[src/rtl/led_pkg.sv]
// Shared definitions for the LED PWM bank: mode codes, board polarity map, sizing helper.
// Latency: none, constants and a constant function only.
// Backpressure: not applicable.
package led_pkg;

    // Channel mode encoding as written on WR_MODE
    localparam logic [1:0] LED_OFF     = 2'd0;
    localparam logic [1:0] LED_ON      = 2'd1;
    localparam logic [1:0] LED_PWM     = 2'd2;
    localparam logic [1:0] LED_BREATHE = 2'd3;

    // iCEBreaker map: ch0=LEDR_N, ch1=LEDG_N are active-low, ch2..6 (PMOD LED1..LED5) active-high
    localparam int         LED_N_CH_DEF     = 7;
    localparam logic [6:0] LED_INV_MASK_DEF = 7'b0000011;

    // Ceiling log2 with a floor of 1 so that a single-entry range still gets a 1-bit field
    function automatic int led_clog2(input int value);
        int width;
        width = 1;
        while ((1 << width) < value) begin
            width = width + 1;
        end
        return width;
    endfunction

endpackage

[src/rtl/led_pwm_timebase.sv]
// Shared PWM timebase: prescaler, frame counter, frame strobe and breathe level (gamma-mapped under LED_GAMMA_EN).
// Latency: fb is combinational from cnt; frame_stb and level update on the CLK edge that ends a frame.
// Backpressure: none, free-running.
module led_pwm_timebase
    import led_pkg::*;
#(
    parameter int PWM_BITS = 8,
    parameter int PRESCALE = 47
) (
    input  logic                CLK,
    input  logic                RST,
    output logic [PWM_BITS-1:0] cnt,
    output logic                fb,
    output logic                frame_stb,
    output logic [PWM_BITS-1:0] level
);

    localparam int                  PW       = led_clog2(PRESCALE);
    localparam logic [PW-1:0]       PRE_LAST = PW'(PRESCALE - 1);
    localparam logic [PWM_BITS-1:0] CNT_MAX  = '1;

    logic [PW-1:0]       pre_cnt;
    logic                tick;
    logic [PWM_BITS-1:0] lvl;
    logic [PWM_BITS-1:0] lvl_nxt;
    logic                dir_up;
    logic                dir_up_nxt;

    assign tick = (pre_cnt == PRE_LAST);
    assign fb   = tick && (cnt == CNT_MAX);

    // Prescaler: divides CLK down to PWM ticks
    always_ff @(posedge CLK or posedge RST) begin
        if (RST) begin
            pre_cnt <= '0;
        end else if (tick) begin
            pre_cnt <= '0;
        end else begin
            pre_cnt <= pre_cnt + 1'b1;
        end
    end

    // PWM position within the frame, wraps naturally at 2^PWM_BITS
    always_ff @(posedge CLK or posedge RST) begin
        if (RST) begin
            cnt <= '0;
        end else if (tick) begin
            cnt <= cnt + 1'b1;
        end
    end

    // Frame strobe lands on the first cycle of the new frame (cnt==0)
    always_ff @(posedge CLK or posedge RST) begin
        if (RST) begin
            frame_stb <= 1'b0;
        end else begin
            frame_stb <= fb;
        end
    end

    // Breathe triangle: the turning frame repeats the end value, giving a 2*2^PWM_BITS frame period
    always_comb begin
        lvl_nxt    = lvl;
        dir_up_nxt = dir_up;
        if (dir_up) begin
            if (lvl == CNT_MAX) begin
                dir_up_nxt = 1'b0;
            end else begin
                lvl_nxt = lvl + 1'b1;
            end
        end else begin
            if (lvl == '0) begin
                dir_up_nxt = 1'b1;
            end else begin
                lvl_nxt = lvl - 1'b1;
            end
        end
    end

    // Breathe state only moves at frame boundaries so a frame never sees two levels
    always_ff @(posedge CLK or posedge RST) begin
        if (RST) begin
            lvl    <= '0;
            dir_up <= 1'b1;
        end else if (fb) begin
            lvl    <= lvl_nxt;
            dir_up <= dir_up_nxt;
        end
    end

`ifdef LED_GAMMA_EN
    logic [PWM_BITS-1:0] lvl_eff;

    function automatic logic [PWM_BITS-1:0] gamma_map(input logic [PWM_BITS-1:0] v);
        logic [2*PWM_BITS-1:0] sq;
        sq = (2*PWM_BITS)'(v) * (2*PWM_BITS)'(v);
        return sq[2*PWM_BITS-1:PWM_BITS];
    endfunction

    // Square the upcoming level once per frame so the compare path sees a plain register
    always_ff @(posedge CLK or posedge RST) begin
        if (RST) begin
            lvl_eff <= '0;
        end else if (fb) begin
            lvl_eff <= gamma_map(lvl_nxt);
        end
    end

    assign level = lvl_eff;
`else
    assign level = lvl;
`endif

endmodule

[src/rtl/led_pwm_bank.sv]
// Multi-channel LED driver: per-channel OFF/ON/PWM/breathe with shadowed config and per-pin polarity; LED_GAMMA_EN squares duty/level.
// Latency: a write takes effect at the next frame start; cnt to LED pin is 1 CLK.
// Backpressure: none, WR_EN is accepted every cycle; out-of-range WR_ADDR is dropped.
module led_pwm_bank
    import led_pkg::*;
#(
    parameter int              N_CH     = LED_N_CH_DEF,
    parameter int              PWM_BITS = 8,
    parameter int              PRESCALE = 47,
    parameter logic [N_CH-1:0] INV_MASK = N_CH'(LED_INV_MASK_DEF)
) (
    input  logic                        CLK,
    input  logic                        RST,
    input  logic                        WR_EN,
    input  logic [led_clog2(N_CH)-1:0]  WR_ADDR,
    input  logic [1:0]                  WR_MODE,
    input  logic [PWM_BITS-1:0]         WR_DUTY,
    output logic [N_CH-1:0]             LED,
    output logic                        FRAME_STB
);

    localparam int AW = led_clog2(N_CH);

    logic [PWM_BITS-1:0] cnt;
    logic [PWM_BITS-1:0] level;
    logic                fb;
    logic                wr_ok;
    logic [N_CH-1:0]     on;

    led_pwm_timebase #(
        .PWM_BITS (PWM_BITS),
        .PRESCALE (PRESCALE)
    ) u_timebase (
        .CLK       (CLK),
        .RST       (RST),
        .cnt       (cnt),
        .fb        (fb),
        .frame_stb (FRAME_STB),
        .level     (level)
    );

    assign wr_ok = WR_EN && ({1'b0, WR_ADDR} < (AW + 1)'(N_CH));

`ifdef LED_GAMMA_EN
    function automatic logic [PWM_BITS-1:0] gamma_map(input logic [PWM_BITS-1:0] v);
        logic [2*PWM_BITS-1:0] sq;
        sq = (2*PWM_BITS)'(v) * (2*PWM_BITS)'(v);
        return sq[2*PWM_BITS-1:PWM_BITS];
    endfunction
`endif

    for (genvar g = 0; g < N_CH; g++) begin : g_ch
        localparam logic [AW-1:0] CH_ADDR = AW'(g);

        logic                hit;
        logic [1:0]          pend_mode;
        logic [PWM_BITS-1:0] pend_duty;
        logic [1:0]          new_mode;
        logic [PWM_BITS-1:0] new_duty;
        logic [PWM_BITS-1:0] new_eff;
        logic [1:0]          act_mode;
        logic [PWM_BITS-1:0] act_duty;
        logic                ch_on;

        assign hit = wr_ok && (WR_ADDR == CH_ADDR);

        // A write landing in the boundary cycle bypasses pending so it rules the very next frame
        assign new_mode = hit ? WR_MODE : pend_mode;
        assign new_duty = hit ? WR_DUTY : pend_duty;

`ifdef LED_GAMMA_EN
        assign new_eff = gamma_map(new_duty);
`else
        assign new_eff = new_duty;
`endif

        // Pending copy: absorbs writes at any time without touching the running waveform
        always_ff @(posedge CLK or posedge RST) begin
            if (RST) begin
                pend_mode <= LED_OFF;
                pend_duty <= '0;
            end else if (hit) begin
                pend_mode <= WR_MODE;
                pend_duty <= WR_DUTY;
            end
        end

        // Active copy: loaded only at frame boundaries, holds the already-effective duty
        always_ff @(posedge CLK or posedge RST) begin
            if (RST) begin
                act_mode <= LED_OFF;
                act_duty <= '0;
            end else if (fb) begin
                act_mode <= new_mode;
                act_duty <= new_eff;
            end
        end

        // Logical drive for this channel at the current PWM position
        always_comb begin
            ch_on = 1'b0;
            case (act_mode)
                LED_ON:      ch_on = 1'b1;
                LED_PWM:     ch_on = (cnt < act_duty);
                LED_BREATHE: ch_on = (cnt < level);
                default:     ch_on = 1'b0;
            endcase
        end

        assign on[g] = ch_on;
    end

    // Pin register with board polarity folded in; reset leaves every LED dark
    always_ff @(posedge CLK or posedge RST) begin
        if (RST) begin
            LED <= INV_MASK;
        end else begin
            LED <= on ^ INV_MASK;
        end
    end

endmodule

[config.mk]
export PLATFORM = sky130hd
export DESIGN_NAME = led_pwm_bank
export DESIGN_NICKNAME = d
export VERILOG_FILES = /design/src/rtl/led_pkg.sv /design/src/rtl/led_pwm_timebase.sv /design/src/rtl/led_pwm_bank.sv
export SDC_FILE = /design/constraint.sdc
export NUM_CORES = 1
export LEC_CHECK = 0
export BUFFER_PORTS_ARGS = -buffer_cell sky130_fd_sc_hd__buf_2
export CAP_MARGIN = 30
export CORE_UTILIZATION = 25
export CTS_BUF_LIST = sky130_fd_sc_hd__clkbuf_8
export DETAILED_ROUTE_END_ITERATION = 10
export PLACE_DENSITY = 0.38
export SLEW_MARGIN = 20
export SYNTH_ARGS = -nofsm -noshare
export SYNTH_HDL_FRONTEND = slang
export SYNTH_SLANG_ARGS = --single-unit
[constraint.sdc]
create_clock -name CLK -period 11.5 [get_ports CLK]
set_input_delay 2.3 -clock CLK [delete_from_list [all_inputs] [get_ports CLK]]
set_output_delay 2.3 -clock CLK [all_outputs]
set_load 0.005 [all_outputs]
==> results.cfg <==
[outcome]
status = complete, no violations

[clock_tree]
cts_tree = done
clkTransAtPathRegs_ns = 0.10
cts.sinks = 171
htreeDepth = 4
numCtsBuffers = 17
clk_path_buf_depth = 2
post_cts_buffers = 0
cts_resized = 0
cts_root_buf = clkbuf_8
hold_buffers = 0
clock_latency_ns = 0.46

[worst_hold_path]
hold_start = g_ch[2].pend_duty[0]
hold_depth = 1
hold_path_class = register to register
min_to = g_ch[2].pend_duty[0]

[placed_design]
dp_hpwl_um = 12470
numPortBuffers = 23
postPlaceCellArea_mm2 = 0.008630
globalplace.congestion = 0.6841

[detailed_routing]
drc_errors = 0
via_count = 5063
viasPerCell = 4.457
final_antenna_net_count = 0
drt_wl_total_um = 18900
first_pass_iters = 4
post_drt_wl_per_cell_um = 16.63
drtIter0Drc = 224

[finish]
fillers = 3261
drive_gt1_share_pct = 22.07
final_common_cell = dfrtp_1
n_antenna_cell = 0
area_growth_pct = 12.21
final_area_mm2 = 0.009071
ff_latch_area_mm2 = 0.004283
nets = 803
final_cell_mix = 168 x dfrtp_1, 90 x mux2_2, 71 x a21oi_1, 69 x inv_1, 65 x ha_1
multi_input_area_mm2 = 0.003438

[yosys]
yosys-top-cells-area = dfrtp_1 52%, mux2_2 13%, ha_1 10%
syn_avg_cell_area_um2 = 11.60
synth-async-reset-ratio_pct = 100.0
synth_cell_types = 44
yosysWarnings = 0
synth-edff-count = 0
synth_top_flop_cell = dfrtp_1
ys_seq_area_share_pct = 52.98
synth_nets = 779
syn_area_mm2 = 0.008084
synth_cells = 697
netlist.area_leader.share_pct = 52.00
yosysTopAreaCell = dfrtp_1
synth_seq_cells = 171

[floorplanning]
initial_core_util_pct = 25.49
die_h_um = 181.8
rows = 65
die_x_um = 181.8
dieArea_mm2 = 0.03306
core_mm2 = 0.03172
pin_count = 24

[sta]
setup-violations-final = 0
worstMarginPinSlew_ns = 0.9029
slew_viol_final = 0
fin_crit_sh_pct = 32.71
slew_headroom_pct = 39.48
clock_skew_ns = 0.01528
hold_violations = 0
rsz0062_at_grt = no
fmax_ghz = 0.2658
min_period_ns = 3.762
fin_setup_tns_ns = 0

[global_route]
track_usage_pct = 12.33
overflow = 0
grt_pass1_vias = 5380
grt_pass1_wl_um = 30580
antenna_found_initial = 0
grt_max_degree = 106

[setup_path]
cp_max_fo = 10
cp-end-kind = register
start_kind = primary input
arrival_ns = 4.11
reg2reg_depth = 8
r2r_slack_ns = 8.39
regToRegEndpoint = g_ch[0].act_duty[0]
r2r-start = u_timebase.pre_cnt[0]
crit_required_ns = 11.85
path_class = primary input to register

[pwr]
power_density_mw_per_mm2 = 133.1
design_power_total_w = 0.001207
p_leak_nw = 4.087
ir_drop_v = 0.00006438

[run]
cap_violations = 0
worst max path at each step:
stage,to,start,cells after the start
4_1_cts,g_ch[4].act_mode[1],WR_ADDR[0],5
3_3_place_gp,g_ch[4].act_mode[1],WR_ADDR[0],5
3_5_place_dp,g_ch[4].act_mode[1],WR_ADDR[0],5
6_report,g_ch[2].act_mode[0],WR_ADDR[0],5
5_1_grt,g_ch[4].act_mode[1],WR_ADDR[0],5
2_1_floorplan,LED[2],RST,1
kinds of logic after synthesis:
family | after synthesis | synth area share, %
compound gates | 127 | 9.178
fa+ha+maj | 66 | 10.31
flops | 171 | 52.98
buf+inv | 93 | 4.705
simple gates | 132 | 8.234
xor+xnor | 17 | 1.935
mux | 91 | 12.66
critical path, cell delays in order:
cell and delay (ns):
buf_2 0.13, nand2b_1 0.22, nor3b_2 0.77, mux2_2 0.43, mux2_2 0.26
registers in the layout, summed over array words and instances (netlist names):
signal,flops
LED,7
g_ch.act_mode,14
u_timebase.pre_cnt,6
u_timebase.frame_stb,1
u_timebase.cnt,8
g_ch.act_duty,56
g_ch.pend_duty,56
u_timebase.dir_up,1
u_timebase.level,8
g_ch.pend_mode,14
synth_stat cells, types with 2 or more instances:
library cell	instances
nand4b_1	3
dfstp_2	3
inv_1	70
a311oi_1	4
xor2_1	9
nand2b_1	9
clkbuf_1	3
nor2b_1	6
mux2_2	90
ha_1	65
nor2_1	61
a21o_1	18
buf_2	19
a31oi_1	8
xnor2_1	7
a311o_1	2
nand2_1	17
nor3b_1	2
o21ai_0	15
nor3_1	11
dfrtp_1	168
nand3_1	3
nand3b_1	2
nand4_1	10
nor3_4	3
a21oi_1	71
power by group:
part	switching (W)	total (W)	internal [W]
combinational	0.0000576	0.000110	0.0000525
sequential	0.0000136	0.000672	0.000658
clock	0.000245	0.000426	0.000180
total	0.000317	0.00121	0.000891
per-layer routing:
layer | track usage (%) | share of wire, %
met3 | 2.667 | 2.0
met1 | 16.48 | 49
met5 | 0 | 0
met2 | 20.20 | 48
met4 | 3.051 | 0.97
through the flow:
step	setup WS (ns)	utilization, %	hold WS (ns)	instances
floorplan	4.573	-	0.4582	697
global placement	7.277	27.18	0.4761	1101
detailed placement	7.200	27.21	0.4797	1102
CTS	7.680	28.43	0.5043	1134
global route	7.652	28.60	0.5141	1136
finish	7.738	28.60	0.5000	1136
final cells by class:
| type | count | area share, % |
|---|---|---|
| clock inverters | 15 | 1.683 |
| multi-input cells | 433 | 37.90 |
| flip-flops and latches | 171 | 47.21 |
| repair buffers | 28 | 2.124 |
| clock buffers | 17 | 2.579 |
| well taps | 402 | 5.545 |
| inverters | 70 | 2.952 |
Note: power is estimated with default switching activity, not from simulation.
